`src/rtl/park_flip_sequencer_pkg.sv`:
```
`default_nettype none
// ============================================================================
// Module   : park_seq_pkg
// Brief    : Shared types and constants for the VDMA park-pointer flip sequencer.
// Revision : 1.0 - initial release
// ============================================================================
package park_seq_pkg;

    typedef enum logic [2:0] {
        S_IDLE      = 3'd0,
        S_WRITE     = 3'd1,
        S_PLOT      = 3'd2,
        S_WAIT_DONE = 3'd3,
        S_ADVANCE   = 3'd4
    } state_t;

    localparam logic [31:0] VDMA_BASE   = 32'h44A0_0000;
    localparam logic [31:0] PARK_OFS    = 32'h0000_0028;
    localparam int          FRAME_SEL_W = 4;
    localparam int          WDOG_W      = 32;

endpackage
`default_nettype wire

```
`src/rtl/park_flip_sequencer_if.sv`:
```
`default_nettype none
// ============================================================================
// Module   : park_flip_sequencer_if
// Brief    : Valid/ready register-write channel toward the VDMA control port.
// Revision : 1.0 - initial release
// ============================================================================
interface park_flip_sequencer_if;

    logic        wr_valid;
    logic        wr_ready;
    logic [31:0] wr_addr;
    logic [31:0] wr_data;

    modport master (output wr_valid, output wr_addr, output wr_data, input wr_ready);
    modport slave  (input wr_valid, input wr_addr, input wr_data, output wr_ready);

endinterface
`default_nettype wire

```
`src/rtl/park_flip_sequencer_watchdog.sv`:
```
`default_nettype none
// ============================================================================
// Module   : park_watchdog
// Brief    : Plot watchdog; expired rises on the TIMEOUT_CYC-th tick after start.
// Revision : 1.0 - initial release
// ============================================================================
module park_watchdog
#(
    parameter logic [31:0] TIMEOUT_CYC = 32'd1_000_000
)
(
    input  logic clk,
    input  logic resetn,
    input  logic start,
    input  logic tick,
    output logic expired
);
    import park_seq_pkg::*;

    logic [WDOG_W-1:0] r_count;

    always_ff @(posedge clk or negedge resetn) begin
        if (!resetn) begin
            r_count <= '0;
        end else if (start) begin
            r_count <= '0;
        end else if (tick) begin
            r_count <= r_count + 32'd1;
        end
    end

    // Current tick counts, so compare one ahead of the registered count.
    assign expired = tick && ((r_count + 32'd1) >= TIMEOUT_CYC);

endmodule
`default_nettype wire

```
`src/rtl/park_flip_sequencer.sv`:
```
`default_nettype none
// ============================================================================
// Module   : park_flip_sequencer
// Brief    : Cycles VDMA park frames: write park pointer, strobe plotter, wait, advance.
//            Optional plot watchdog enabled by defining PARK_TIMEOUT_EN.
// Revision : 1.0 - initial release
// ============================================================================
module park_flip_sequencer
#(
    parameter logic [31:0] BASE_ADDR   = park_seq_pkg::VDMA_BASE,
    parameter logic [31:0] PARK_OFS    = park_seq_pkg::PARK_OFS,
    parameter int          NUM_FRAMES  = 2,
    parameter logic [31:0] TIMEOUT_CYC = 32'd1_000_000
)
(
    input  logic                                 clk,
    input  logic                                 resetn,
    input  logic                                 loop_en,
    input  logic                                 plot_done,
    output logic                                 plot_en,
    park_flip_sequencer_if.master                wr_if,
    output logic [park_seq_pkg::FRAME_SEL_W-1:0] frame_sel,
    output logic [15:0]                          flip_count,
    output logic                                 busy,
    output logic                                 timeout_err
);
    import park_seq_pkg::*;

    localparam logic [FRAME_SEL_W-1:0] c_LAST_FRAME = FRAME_SEL_W'(NUM_FRAMES - 1);
    localparam logic [31:0]            c_PARK_ADDR  = BASE_ADDR + PARK_OFS;

    state_t                 r_state;
    logic [FRAME_SEL_W-1:0] w_next_frame;

    assign w_next_frame = (frame_sel >= c_LAST_FRAME) ? '0 : frame_sel + 1'b1;

`ifdef PARK_TIMEOUT_EN
    logic r_timeout_err;
    logic w_wd_start;
    logic w_wd_tick;
    logic w_wd_expired;

    assign w_wd_start  = (r_state == S_PLOT) && loop_en;
    assign w_wd_tick   = (r_state == S_WAIT_DONE);
    assign timeout_err = r_timeout_err;

    park_watchdog #(
        .TIMEOUT_CYC (TIMEOUT_CYC)
    ) u_watchdog (
        .clk     (clk),
        .resetn  (resetn),
        .start   (w_wd_start),
        .tick    (w_wd_tick),
        .expired (w_wd_expired)
    );
`else
    logic w_unused_timeout;

    assign w_unused_timeout = ^TIMEOUT_CYC;
    assign timeout_err      = 1'b0;
`endif

    always_ff @(posedge clk or negedge resetn) begin
        if (!resetn) begin
            r_state        <= S_IDLE;
            plot_en        <= 1'b0;
            wr_if.wr_valid <= 1'b0;
            wr_if.wr_addr  <= '0;
            wr_if.wr_data  <= '0;
            frame_sel      <= '0;
            flip_count     <= '0;
            busy           <= 1'b0;
`ifdef PARK_TIMEOUT_EN
            r_timeout_err  <= 1'b0;
`endif
        end else begin
            plot_en <= 1'b0;
            unique case (r_state)
                S_IDLE: begin
                    if (loop_en) begin
                        r_state        <= S_WRITE;
                        busy           <= 1'b1;
                        wr_if.wr_valid <= 1'b1;
                        wr_if.wr_addr  <= c_PARK_ADDR;
                        wr_if.wr_data  <= '0;
                        frame_sel      <= '0;
                        flip_count     <= '0;
`ifdef PARK_TIMEOUT_EN
                        r_timeout_err  <= 1'b0;
`endif
                    end
                end
                // Valid stays up regardless of loop_en until the write is accepted.
                S_WRITE: begin
                    if (wr_if.wr_ready) begin
                        wr_if.wr_valid <= 1'b0;
                        if (loop_en) begin
                            r_state <= S_PLOT;
                            plot_en <= 1'b1;
                        end else begin
                            r_state <= S_IDLE;
                            busy    <= 1'b0;
                        end
                    end
                end
                S_PLOT: begin
                    if (!loop_en) begin
                        r_state <= S_IDLE;
                        busy    <= 1'b0;
                    end else begin
                        r_state <= S_WAIT_DONE;
                    end
                end
                S_WAIT_DONE: begin
                    if (!loop_en) begin
                        r_state <= S_IDLE;
                        busy    <= 1'b0;
                    end else if (plot_done) begin
                        r_state <= S_ADVANCE;
                    end
`ifdef PARK_TIMEOUT_EN
                    else if (w_wd_expired) begin
                        r_state       <= S_ADVANCE;
                        r_timeout_err <= 1'b1;
                    end
`endif
                end
                S_ADVANCE: begin
                    if (!loop_en) begin
                        r_state <= S_IDLE;
                        busy    <= 1'b0;
                    end else begin
                        r_state        <= S_WRITE;
                        wr_if.wr_valid <= 1'b1;
                        wr_if.wr_addr  <= c_PARK_ADDR;
                        wr_if.wr_data  <= {{(32 - FRAME_SEL_W){1'b0}}, w_next_frame};
                        frame_sel      <= w_next_frame;
                        if (flip_count != 16'hFFFF) begin
                            flip_count <= flip_count + 16'd1;
                        end
                    end
                end
                default: begin
                    r_state        <= S_IDLE;
                    busy           <= 1'b0;
                    wr_if.wr_valid <= 1'b0;
                end
            endcase
        end
    end

endmodule
`default_nettype wire

```
`src/flat_wrapper.sv`:
```
// flat-port wrapper written by rule: the top's interface ports become plain ports
module park_flip_sequencer_flat import park_seq_pkg::*;
#(
    parameter logic [31:0] BASE_ADDR   = park_seq_pkg::VDMA_BASE,
    parameter logic [31:0] PARK_OFS    = park_seq_pkg::PARK_OFS,
    parameter int          NUM_FRAMES  = 2,
    parameter logic [31:0] TIMEOUT_CYC = 32'd1_000_000
)
  (clk, resetn, loop_en, plot_done, plot_en, frame_sel, flip_count, busy, timeout_err, wr_if_wr_valid, wr_if_wr_addr, wr_if_wr_data, wr_if_wr_ready);
  park_flip_sequencer_if wr_if_i ();
  input  logic clk;
  input  logic resetn;
  input  logic loop_en;
  input  logic plot_done;
  output logic plot_en;
  output logic [park_seq_pkg::FRAME_SEL_W-1:0] frame_sel;
  output logic [15:0] flip_count;
  output logic busy;
  output logic timeout_err;
  output wire logic [$bits(wr_if_i.wr_valid)-1:0] wr_if_wr_valid;
  output wire logic [$bits(wr_if_i.wr_addr)-1:0] wr_if_wr_addr;
  output wire logic [$bits(wr_if_i.wr_data)-1:0] wr_if_wr_data;
  input wire logic [$bits(wr_if_i.wr_ready)-1:0] wr_if_wr_ready;
  assign wr_if_wr_valid = wr_if_i.wr_valid;
  assign wr_if_wr_addr = wr_if_i.wr_addr;
  assign wr_if_wr_data = wr_if_i.wr_data;
  assign wr_if_i.wr_ready = wr_if_wr_ready;
  park_flip_sequencer #(.BASE_ADDR(BASE_ADDR), .PARK_OFS(PARK_OFS), .NUM_FRAMES(NUM_FRAMES), .TIMEOUT_CYC(TIMEOUT_CYC)) u_core (.clk(clk), .resetn(resetn), .loop_en(loop_en), .plot_done(plot_done), .plot_en(plot_en), .wr_if(wr_if_i), .frame_sel(frame_sel), .flip_count(flip_count), .busy(busy), .timeout_err(timeout_err));
endmodule
```
`config.mk`:
```
export PLATFORM = sky130hd
export DESIGN_NAME = park_flip_sequencer_flat
export DESIGN_NICKNAME = d
export VERILOG_FILES = /design/src/rtl/park_flip_sequencer_pkg.sv /design/src/rtl/park_flip_sequencer_if.sv /design/src/rtl/park_flip_sequencer_watchdog.sv /design/src/rtl/park_flip_sequencer.sv /design/src/flat_wrapper.sv
export SDC_FILE = /design/constraint.sdc
export NUM_CORES = 1
export LEC_CHECK = 0
export BUFFER_PORTS_ARGS = -buffer_cell sky130_fd_sc_hd__buf_4
export CAP_MARGIN = 10
export CORE_ASPECT_RATIO = 1.5
export CORE_MARGIN = 2
export CORE_UTILIZATION = 43
export CTS_BUF_LIST = sky130_fd_sc_hd__clkbuf_2
export DETAILED_ROUTE_END_ITERATION = 7
export GPL_TIMING_DRIVEN = 0
export PLACE_DENSITY = 0.78
export SLEW_MARGIN = 30
export SYNTH_ARGS = -nofsm -noshare
export SYNTH_HDL_FRONTEND = slang
export SYNTH_SLANG_ARGS = --single-unit
```
`constraint.sdc`:
```
create_clock -name clk -period 1.6 [get_ports clk]
set_input_delay 0.08 -clock clk [delete_from_list [all_inputs] [get_ports clk]]
set_output_delay 0.08 -clock clk [all_outputs]
set_load 0.02 [all_outputs]
```
### Word-level counts from Yosys, hierarchy flattened

Index checks and enable logic that the tools add are counted.
Widths: inputs -> output; s select.

| storage, ports and cells | value |
|---|---|
| word-level logic and storage cells | 62 |
| output and inout port bits | 88 |
| bits of input ports | 5 |
| flip-flop bits (word level) | 59 |

| cells by class | value |
|---|---|
| multiplexer cells | 28 |
| magnitude comparators | 1 |
| reduce and logical (&&, ||, !) cells | 11 |
| equality and inequality tests | 11 |
| bitwise logic cells | 1 |
| add/sub/neg operators | 2 |

Operators with widths:

| cell | number |
|---|---|
| $mux 32 | 2 |
| $pmux 32 s2 | 1 |
| $mux 16 | 3 |
| $pmux 16 s2 | 1 |
| $add 16x1->16 const B | 1 |
| $ne 16x16->1 const B | 1 |
| $pmux 3 s5 | 1 |
| $mux 3 | 4 |
| $mux 4 | 3 |
| $reduce_and 3->1 | 3 |
| $mux 1 | 8 |
| $pmux 4 s2 | 1 |
| $eq 3x2->1 const B | 2 |
| $ne 2x2->1 const B | 3 |
| $pmux 1 s3 | 2 |
| $add 4x1->4 const B | 1 |
| $ge 4x1->1 const B | 1 |
| $mux 2 | 2 |
| $ne 2x1->1 const B | 2 |
| $reduce_and 2->1 | 2 |
| $reduce_and 4->1 | 1 |
| $reduce_or 2->1 | 2 |
| $eq 3x1->1 const B | 1 |
| $eq 3x3->1 const B | 1 |
| other kinds (5) | 5 |

### Depth between registers and ports, before layout

Gate-level depths: netlist of run 1.

| logic depth | value |
|---|---|
| depth after elaboration | 4 |
| gate-level depth with buffers | 7 |
| gate-level depth less buffers | 6 |

### Least setup slack after synthesis of run 1

Ideal clock, no wire load.

| path | value |
|---|---|
| kind | register -> register |
| start | reg u_core.flip_count[0] |
| end | reg u_core.flip_count[11] |
| data required time | 1.504 ns |
| path slack | -0.249 ns |
| data arrival time | 1.754 ns |
| stages on the path, launching flop included | 8 |
| buffers on the path | 1 |
| cells stage by stage | dfrtp_1 ha_1 nand3_1 nor4_4 a31o_4 buf_8 o21ai_1 o31ai_1 |

| on the way | value |
|---|---|
| cells in the longest elaborated chain, start to end | 4 |

RTL lines:

| what | line | RTL |
|---|---|---|
| start: declaration | park_flip_sequencer.sv:23 | `output logic [15:0] flip_count,` |
| start signal: assignment | park_flip_sequencer.sv:139 | `flip_count <= flip_count + 16'd1;` |
| $add 16x1->16 | park_flip_sequencer.sv:139 |  |
| $mux 16 | park_flip_sequencer.sv:138 | `if (flip_count != 16'hFFFF) begin` |
| $mux 16 | park_flip_sequencer.sv:129 | `if (!loop_en) begin` |
| $pmux 16 s2 | park_flip_sequencer.sv:78 | `unique case (r_state)` |

Several ways; a longest one is shown, not always the timed one. The select of a mux whose other input is x is not followed.
A chain may end at the register's enable or synchronous reset.

### Final worst setup path of run 1

| path | value |
|---|---|
| start | reg u_core.flip_count[5] |
| end | reg u_core.flip_count[15] |

Same word-level chain as after synthesis.

==> results of run 1 <==
==> flip-flops by register name, summed over array words and instances, names as in the netlist <==
| signal | flops |
|---|---|
| u_core.flip_count | 16 |
| u_core.wr_if.wr_data | 4 |
| u_core.r_state | 3 |
| u_core.busy | 1 |
| u_core.plot_en | 1 |
| u_core.wr_if.wr_addr | 1 |
| u_core.wr_if.wr_valid | 1 |
==> worst max-delay path by stage <==
stage,startpoint,to,cells after the start
floorplan,u_core.flip_count[0],u_core.flip_count[14],5
global route,u_core.flip_count[1],u_core.flip_count[14],5
detailed placement,u_core.r_state[0],u_core.flip_count[6],5
global placement,u_core.r_state[0],u_core.flip_count[6],5
finish,u_core.flip_count[5],u_core.flip_count[15],6
CTS,u_core.flip_count[1],u_core.flip_count[14],5
==> per-layer routing <==
layer | vias up | part of all wire [%] | GRT usage [%] | routed length (µm)
met4 | 0 | 4.8 | 8.67 | 248
met1 | 874 | 34 | 19.3 | 1730
li1 | 896 | - | - | -
met3 | 23 | 8.6 | 1.96 | 442
met5 | - | 0 | 0 | 0
met2 | 123 | 53 | 35.3 | 2740
==> cells in the final DEF, fill, tap and decap left out, types with 6 or more instances in the layout <==
master,count
o21ai_0,6
nor2_1,9
dfrtp_1,16
nand2_1,21
nand3_1,9
conb_1,55
dfrtp_2,11
o21ai_1,11
buf_4,135
==> worst register-to-register path: cells and delay by family, from the launching register on <==
kind / cells / cell delay (ps)
buffers and inverters: 1 / 190
AOI/OAI and AO/OA: 2 / 290
DFF: 1 / 460
and+or+nand+nor: 3 / 640
==> layout make-up <==
type	count	area, µm²
clock buffers	4	20.0
fillers	337	1290
plain buffers	67	512
multi-input cells	169	1030
inverters	5	18.8
well taps	46	57.6
flip-flops and latches	27	689
repair buffers	78	623
==> repair_timing <==
item / 4_1_cts / 5_1_grt
pin swaps: 9 / 3
buffers inserted: 26 / 11
resized for setup: 14 / 12
hold endpoints to repair: 32 / 0
cloned: 1 / 0
hold buffers: 4 / 0
setup endpoints to repair: 17 / 19
==> cell families (layout without fill, tap and decap cells) <==
logic type / Yosys count / in the layout / share of synthesized area, %
other: 1 / 55 / 0.197
adder cells (fa/ha/maj): 5 / 5 / 3.15
AO/OA/AOI/OAI: 36 / 36 / 12.8
flip-flops: 27 / 27 / 35.4
multiplexers: 1 / 1 / 0.591
buffers and inverters: 72 / 154 / 27.4
AND/OR/NAND/NOR: 72 / 72 / 20.4
==> power groups by stage <==
stage	Sequential [mW]	Combinational (mW)	Clock (mW)
6_report	0.759	0.660	0.289
5_1_grt	0.763	0.710	0.314
4_1_cts	0.759	0.633	0.281
3_5_place_dp	0.779	0.516	0
3_3_place_gp	0.778	0.513	0
2_1_floorplan	0.805	0.379	0
==> through the flow <==
step | total power [mW] | area (µm²) | setup TNS [ps] | util [%]
2_1_floorplan | 1.18 | 2140 | -17.1 | -
3_3_place_gp | 1.29 | 2480 | -1380 | 58.4
3_5_place_dp | 1.30 | 2480 | -1480 | 58.4
4_1_cts | 1.67 | 2810 | -13.8 | 66.1
5_1_grt | 1.79 | 2950 | -1430 | 69.6
6_report | 1.71 | 2950 | -716 | 69.6
==> run metrics, run 1 <==
Commonest cells post-synth=64 x buf_4, 27 x dfrtp_1, 22 x nand2_1, 15 x nand3_1, 10 x nor2_1; largest area contributor in the netlist=dfrtp_1; initial antenna violation count=0; Worst path slowest cell=dfrtp_2; post-synthesis register bit count=27; Sw Ratio=a little over a third; routed wire length per instance=13.0 µm; Tmin final=between 1500 and 2000 ps; Logic pwr share=about two fifths; Post-Place Worst Slack=-195 ps; Rows=29; Total GRT Usage=a little under a fifth; root buffer cell=clkbuf_2; setup violators final=12; # DRC=0; top-area cell type share of the netlist area=~35%; Max H-tree Level=1; Main synth FF type=dfrtp_1; Final WS setup=-103 ps; hold crit path type=in2async; initial core utilization=between 40% and 50%; worst path bufs/invs=1; Worst Path Arrival=2000 ps; clock latency at the later pin of the worst-skew pair=about 400 ps; DRT antenna net count=0; VDD IR max=478 µV; final setup skew=slightly above 30 ps; GP Congestion=0.833; Antenna Cells=0; final WL=just over 5000 µm; Max Freq=587 MHz; Max Cap Viol=0; path type of the worst setup path=reg2reg; Ys Warns=0; Via density=4.84; Crit path largest cell delay=approximately 460 ps; Worst setup EP type=flop; internal power=1.10 mW; Worst setup SP type=flop; Synth Cell Area=between 1500 and 2000 µm²; synth top area cells=dfrtp_1 35%, buf_4 25%, nand2_1 4.3%; status=finished with violations; reg-to-reg critical path startpoint=u_core.flip_count[5]; Pre-Repair DR Iteration Count=5; Reg clk slew, reported paths=between 200 and 300 ps; CTS sink count=27; Pins Over Slew Limit=0; count leader, synth=buf_4; core area=~4200 µm²; unrepaired setup endpoints after global routing=true; via count=~1,900; PwrDens=roughly 580 nW/µm²; initial drt markers=70; Final period util=106%; share of layout cells above drive strength 1=between 50% and 60%; Top Family by Delay on Critical Path=simple AND/OR/NAND/NOR gates; die area=4990 µm²; DP HPWL=~3100 µm; PortBufs=37; # IOs=93; Critical Path RT=approximately 1900 ps; R2R Setup Slk=-100 ps; Avg Cell Area, Syn=between 8 and 9 µm²; Placed Cells=about 350; share of the yosys chip area belonging to registers=about 35%; Synth-to-Final Area Change=54.9%; leakage=1.60 nW; failing checks=negative setup slack; ys async rst share=100%; GRT overflow=0; worst-path cell chain=nand4_2 > nor4_4 > buf_4 > a31oi_4 > o211ai_1 > nand3_1; die span in y=between 80 and 90 µm; Fin Hold WS=between 100 and 150 ps; pin count of the biggest net entering global routing=28; vias in the first global route=1,728; Sequential Power Share=between 40% and 50%; Die X=between 50 and 60 µm; CTS Buf Count=3; fin cells=396; TritonCTS clock tree=yes; Longest Clk Path Bufs=2; Distinct cells, synth=slightly above 40; endpoint of the worst-slack reg-to-reg timing path=u_core.flip_count[15]; R2R depth=6; largest fanout on the critical path=8; Post-synth EDFFs=0; final hold vios=0; P_sw=613 µW; global-route wire length before repair=around 7300 µm; clock share of power=between 15 and 20%; Final #Nets=between 300 and 400; post-synthesis cell count=214
No activity file was read; power rests on OpenSTA's default activity.
==> run 2, diff against run 1 <==
--- a/config.mk
+++ b/config.mk
@@ -9,11 +9,11 @@
 export CAP_MARGIN = 10
 export CORE_ASPECT_RATIO = 1.5
 export CORE_MARGIN = 2
-export CORE_UTILIZATION = 43
+export CORE_UTILIZATION = 51
 export CTS_BUF_LIST = sky130_fd_sc_hd__clkbuf_2
 export DETAILED_ROUTE_END_ITERATION = 7
 export GPL_TIMING_DRIVEN = 0
-export PLACE_DENSITY = 0.78
+export PLACE_DENSITY = 0.87
 export SLEW_MARGIN = 30
 export SYNTH_ARGS = -nofsm -noshare
 export SYNTH_HDL_FRONTEND = slang
==> constraint.sdc (replaced) <==
create_clock -name clk -period 2.01 [get_ports clk]
set_input_delay 0.1005 -clock clk [delete_from_list [all_inputs] [get_ports clk]]
set_output_delay 0.1005 -clock clk [all_outputs]
set_load 0.02 [all_outputs]
==> run metrics, run 2 (synthesis results as in run 1) <==
PortBufs=37 (unchanged); unrepaired setup endpoints after global routing=false (was true); TritonCTS clock tree=yes (unchanged); vias in the first global route=1,478 (was 1,728); final WL=3810 µm (was 5160 µm); root buffer cell=clkbuf_2 (unchanged); share of layout cells above drive strength 1=37.4% (was 51.1%); Critical Path RT=2320 ps (was 1890 ps); final setup skew=18.1 ps (was 30.5 ps); post-CTS setup buffers=0 (was 26); Max Freq=553 MHz (was 587 MHz); Antenna Cells=0 (unchanged); setup violators final=0 (was 12); initial core utilization=52.8% (was 44.9%); CTS sink count=27 (unchanged); most frequent cells in the layout=101 x buf_4, 55 x conb_1, 27 x dfrtp_1 (was 135 x buf_4, 55 x conb_1, 21 x nand2_1); hold crit path type=in2async (unchanged); Largest register FFs=16 (unchanged); most common cell after layout, fill and taps aside=buf_4 (unchanged); status=finished clean (was finished with violations); DRT antenna net count=0 (unchanged); die span in y=78.9 µm (was 85.6 µm); DP HPWL=3020 µm (was 3130 µm); Final #Nets=323 (was 360); met3 routed WL=275 µm (was 442 µm); Rows=27 (was 29); leakage=1.37 nW (was 1.60 nW); Tmin final=1810 ps (was 1700 ps); Synth-to-Final Area Change=31.4% (was 54.9%); Final period util=89.9% (was 106%); Worst setup SP type=flop (unchanged); VDD IR max=369 µV (was 478 µV); initial drt markers=38 (was 70); global-route wire length before repair=6140 µm (was 7310 µm); Longest Clk Path Bufs=2 (unchanged); Reg clk slew, reported paths=260 ps (was 290 ps); path type of the worst setup path=reg2reg (unchanged); GP Congestion=0.868 (was 0.833); # DRC=0 (unchanged); Post-Place Worst Slack=44.8 ps (was -195 ps); PwrDens=495 nW/µm² (was 579 nW/µm²); biggest regs=u_core.flip_count (16), u_core.wr_if.wr_data (4), u_core.r_state (3) (unchanged); routed wire length per instance=10.7 µm (was 13.0 µm); die area=4250 µm² (was 4990 µm²); Max H-tree Level=1 (unchanged); clock latency at the later pin of the worst-skew pair=370 ps (was 400 ps); max layer used=met4 (unchanged); GRT overflow=0 (unchanged); Total GRT Usage=18.9% (was 18.5%); WL met1=1450 µm (was 1730 µm); Pre-Repair DR Iteration Count=5 (unchanged); Die X=53.9 µm (was 58.4 µm); # IOs=93 (unchanged); core area=3610 µm² (was 4250 µm²); max_slew headroom=a little under two thirds; largest fanout on the critical path=10 (was 8); Largest Register=u_core.flip_count (unchanged); fill cell count=307 (was 337); Slew @ Worst Pin=approximately 550 ps; setup TNS=0 ps (was -716 ps); final hold vios=0 (unchanged); Final WS setup=202 ps (was -103 ps); Pins Over Slew Limit=0 (unchanged); Worst Path Arrival=2110 ps (was 2000 ps); CTS Buf Count=3 (unchanged); DR WL met2=1980 µm (was 2740 µm); Max Cap Viol=0 (unchanged); Via density=4.65 (was 4.84); Worst setup EP type=flop (unchanged); via count=1,654 (was 1,916); pin count of the biggest net entering global routing=28 (unchanged); initial antenna violation count=0 (unchanged)
==> run 2: repair_timing <==
item	CTS	global route
hold endpoints to repair	30	0
hold buffers	4	0
gates resized for setup	0	1
setup endpoints to repair	0	15
==> run 2: worst max-delay path, cell delays in order (launching register included) <==
cell	delay, ps
dfrtp_1	550
nand3_1	230
nor4_4	400
a31o_4	270
buf_8	150
o21ai_1	70
o31ai_1	70
==> run 2: cell type report <==
type / instances / area, µm² / area share, %
multi-input combinational: 169 / 916 / 36.5
sequential: 27 / 676 / 27.0
buffer: 67 / 504 / 20.1
timing repair buffer: 41 / 318 / 12.7
tap: 43 / 53.8 / 2.15
inverter: 5 / 18.8 / 0.749
clock buffer: 3 / 15.0 / 0.599
clock inverter: 1 / 5.00 / 0.200
==> run 2: worst paths after layout <==
kind,startpoint,endpoint,slack (ps),depth (start not counted)
worst min-delay path,resetn,u_core.flip_count[2],130,2
worst max-delay path,u_core.flip_count[8],u_core.flip_count[11],200,6
worst min register to register,u_core.flip_count[0],u_core.flip_count[0],560,1
worst max register to register,u_core.flip_count[8],u_core.flip_count[11],200,6
min in group clk,wr_if_wr_ready,u_core.r_state[0],480,3
max in group asynchronous,resetn,u_core.r_state[1],1600,2
==> run 2: layer usage <==
layer | GRT usage, % | up-vias
met2 | 33.5 | 77
li1 | - | 825
met3 | 0.752 | 8
met5 | 0 | -
met1 | 21.8 | 744
met4 | 10.0 | 0
==> run 2: report_power, final <==
group	internal, mW	switching (mW)	total (mW)
logic	0.176	0.245	0.421
clock network	0.0451	0.163	0.209
registers	0.576	0.0349	0.611
total	0.797	0.443	1.24
==> run 2: metrics by stage <==
stage / util [%] / instance area, µm² / power, mW / cells / hold WS, ps
final: 69.3 / 2510 / 1.24 / 356 / 133
after floorplan: - / 2110 / 0.941 / 268 / -195
after global routing: 69.3 / 2510 / 1.30 / 356 / 155
after CTS: 69.2 / 2500 / 1.24 / 356 / 130
after global placement: 67.5 / 2440 / 1.03 / 348 / 32.1
after detailed placement: 67.5 / 2440 / 1.03 / 348 / 35.5
==> run 3, diff against run 2 <==
--- a/config.mk
+++ b/config.mk
@@ -7,7 +7,7 @@
 export LEC_CHECK = 0
 export BUFFER_PORTS_ARGS = -buffer_cell sky130_fd_sc_hd__buf_4
 export CAP_MARGIN = 10
-export CORE_ASPECT_RATIO = 1.5
+export CORE_ASPECT_RATIO = 0.9
 export CORE_MARGIN = 2
 export CORE_UTILIZATION = 51
 export CTS_BUF_LIST = sky130_fd_sc_hd__clkbuf_2
==> run metrics, run 3 (synthesis results as in run 1) <==
hold crit path type=in2async (unchanged); R2R depth=4 (was 6); clock latency at the later pin of the worst-skew pair=390 ps (was 370 ps); vias in the first global route=1,423 (was 1,478); fill cell count=316 (was 307); initial core utilization=52.2% (was 52.8%); die area=4240 µm² (was 4250 µm²); worst-path cell chain=nand3_1 > nor4_4 > a31oi_2 > a22o_1 (was nand3_1 > nor4_4 > a31o_4 > buf_8 > o21ai_1 > o31ai_1); Max H-tree Level=1 (unchanged); most frequent cells in the layout=101 x buf_4, 55 x conb_1, 27 x dfrtp_1 (unchanged); global-route wire length before repair=6150 µm (was 6140 µm); path type of the worst setup path=reg2reg (unchanged); Worst path slowest cell=dfrtp_1 (unchanged); # DRC=0 (unchanged); Final WS setup=146 ps (was 202 ps); GR met3 Demand/Resource=4.32% (was 0.752%); Critical Path RT=2310 ps (was 2320 ps); leakage=1.36 nW (was 1.37 nW); Total Power=1.25 mW (was 1.24 mW); Final period util=92.7% (was 89.9%); Worst Path Arrival=2160 ps (was 2110 ps); end-of-flow core utilization=68.7% (was 69.3%); share of layout cells above drive strength 1=37.1% (was 37.4%); R2R Setup Slk=150 ps (was 200 ps); Longest Clk Path Bufs=2 (unchanged); # IOs=93 (unchanged); PwrDens=500 nW/µm² (was 495 nW/µm²); Max Cap Viol=0 (unchanged); Via density=4.60 (was 4.65); met1 Use GR=23.1% (was 21.8%); status=finished clean (unchanged); initial drt markers=116 (was 38); Total GRT Usage=18.9% (about the same); unrepaired setup endpoints after global routing=false (unchanged); Worst setup EP type=flop (unchanged); core area=3650 µm² (was 3610 µm²); Largest Register=u_core.flip_count (unchanged); reg-to-reg critical path startpoint=u_core.flip_count[8] (unchanged); Final #Nets=323 (unchanged); Synth-to-Final Area Change=31.5% (was 31.4%); Tmin final=1860 ps (was 1810 ps); initial antenna violation count=0 (unchanged); DRT antenna net count=0 (unchanged); biggest regs=u_core.flip_count (16), u_core.wr_if.wr_data (4), u_core.r_state (3) (unchanged); busiest grt layer=met2 (unchanged); Reg clk slew, reported paths=280 ps (was 260 ps); CTS sink count=27 (unchanged); pin count of the biggest net entering global routing=28 (unchanged); met2 Usage GRT=34.6% (was 33.5%); Post-Place Worst Slack=50.9 ps (was 44.8 ps); setup TNS=0 ps (unchanged); Worst setup SP type=flop (unchanged); final setup skew=24.2 ps (was 18.1 ps); Fin Hold WS=101 ps (was 133 ps); DP HPWL=3000 µm (was 3020 µm); largest fanout on the critical path=9 (was 10); via count=1,653 (was 1,654); routed wire length per instance=10.8 µm (was 10.7 µm); Largest register FFs=16 (unchanged); Crit path largest cell delay=570 ps (was 550 ps); most common cell after layout, fill and taps aside=buf_4 (unchanged); root buffer cell=clkbuf_2 (unchanged); GP Congestion=0.831 (was 0.868); Die X=68.5 µm (was 53.9 µm); TritonCTS clock tree=yes (unchanged); final WL=3890 µm (was 3810 µm); VDD IR max=309 µV (was 369 µV); CTS Buf Count=3 (unchanged); Rows=21 (was 27); Antenna Cells=0 (unchanged); final hold vios=0 (unchanged); Top Family by Delay on Critical Path=simple AND/OR/NAND/NOR gates (unchanged); endpoint of the worst-slack reg-to-reg timing path=u_core.flip_count[1] (was u_core.flip_count[11]); PortBufs=37 (unchanged); post-CTS setup buffers=0 (unchanged); Pins Over Slew Limit=0 (unchanged); die span in y=62.0 µm (was 78.9 µm); setup violators final=0 (unchanged); GRT overflow=0 (unchanged); worst path bufs/invs=0 (was 1); Max Freq=536 MHz (was 553 MHz); Pre-Repair DR Iteration Count=4 (was 5)
[run 3: cell count changes in the layout (fill, tap and decap cells not counted)]
cell        delta
nand3_1        +1
clkinvlp_4     +1
nand3_2        -1
clkinv_2       -1
[run 3: worst max path at each step]
stage | start | depth (start not counted) | to
3_3_place_gp | u_core.flip_count[0] | 5 | u_core.flip_count[1]
4_1_cts | u_core.flip_count[0] | 7 | u_core.flip_count[6]
2_1_floorplan | u_core.flip_count[0] | 7 | u_core.flip_count[11]
5_1_grt | u_core.flip_count[0] | 7 | u_core.flip_count[6]
3_5_place_dp | u_core.flip_count[0] | 7 | u_core.flip_count[11]
6_report | u_core.flip_count[8] | 4 | u_core.flip_count[1]
[run 3: worst register-to-register path: stages, from the launching register on]
cell and delay [ps]:
dfrtp_1 570, nand3_1 240, nor4_4 400, a31oi_2 260, a22o_1 300
[run 3: final cells by class]
cell class / instances / area (µm²) / area share (%)
multi-input cells: 169 / 911 / 36.3
flip-flops and latches: 27 / 676 / 26.9
plain buffers: 67 / 504 / 20.1
repair buffers: 41 / 318 / 12.7
well taps: 46 / 57.6 / 2.30
inverters: 5 / 18.8 / 0.749
clock buffers: 3 / 15.0 / 0.599
clock inverters: 1 / 7.51 / 0.299
[run 3: timing repair]
item | CTS | global route
setup endpoints to repair | 0 | 13
endpoints found under the hold margin | 32 | 0
hold buffers | 4 | 0
resized for setup | 0 | 0
[run 3: report_power, final]
part | internal, mW | switching, mW
Clock | 0.0461 | 0.174
Sequential | 0.576 | 0.0346
Combinational | 0.176 | 0.247
Total | 0.798 | 0.456
[run 3: stage by stage]
stage / instance area [µm²] / std cells
floorplan: 2110 / 268
global placement: 2440 / 351
detailed placement: 2440 / 351
CTS: 2510 / 359
global route: 2510 / 359
finish: 2510 / 359
[run 3: routing by layer]
layer  vias to the layer above  share of wire, %
met5                         -                 0
met4                         0              0.64
met3                         6               9.3
met2                        79                51
met1                       744                39
li1                        824                 -
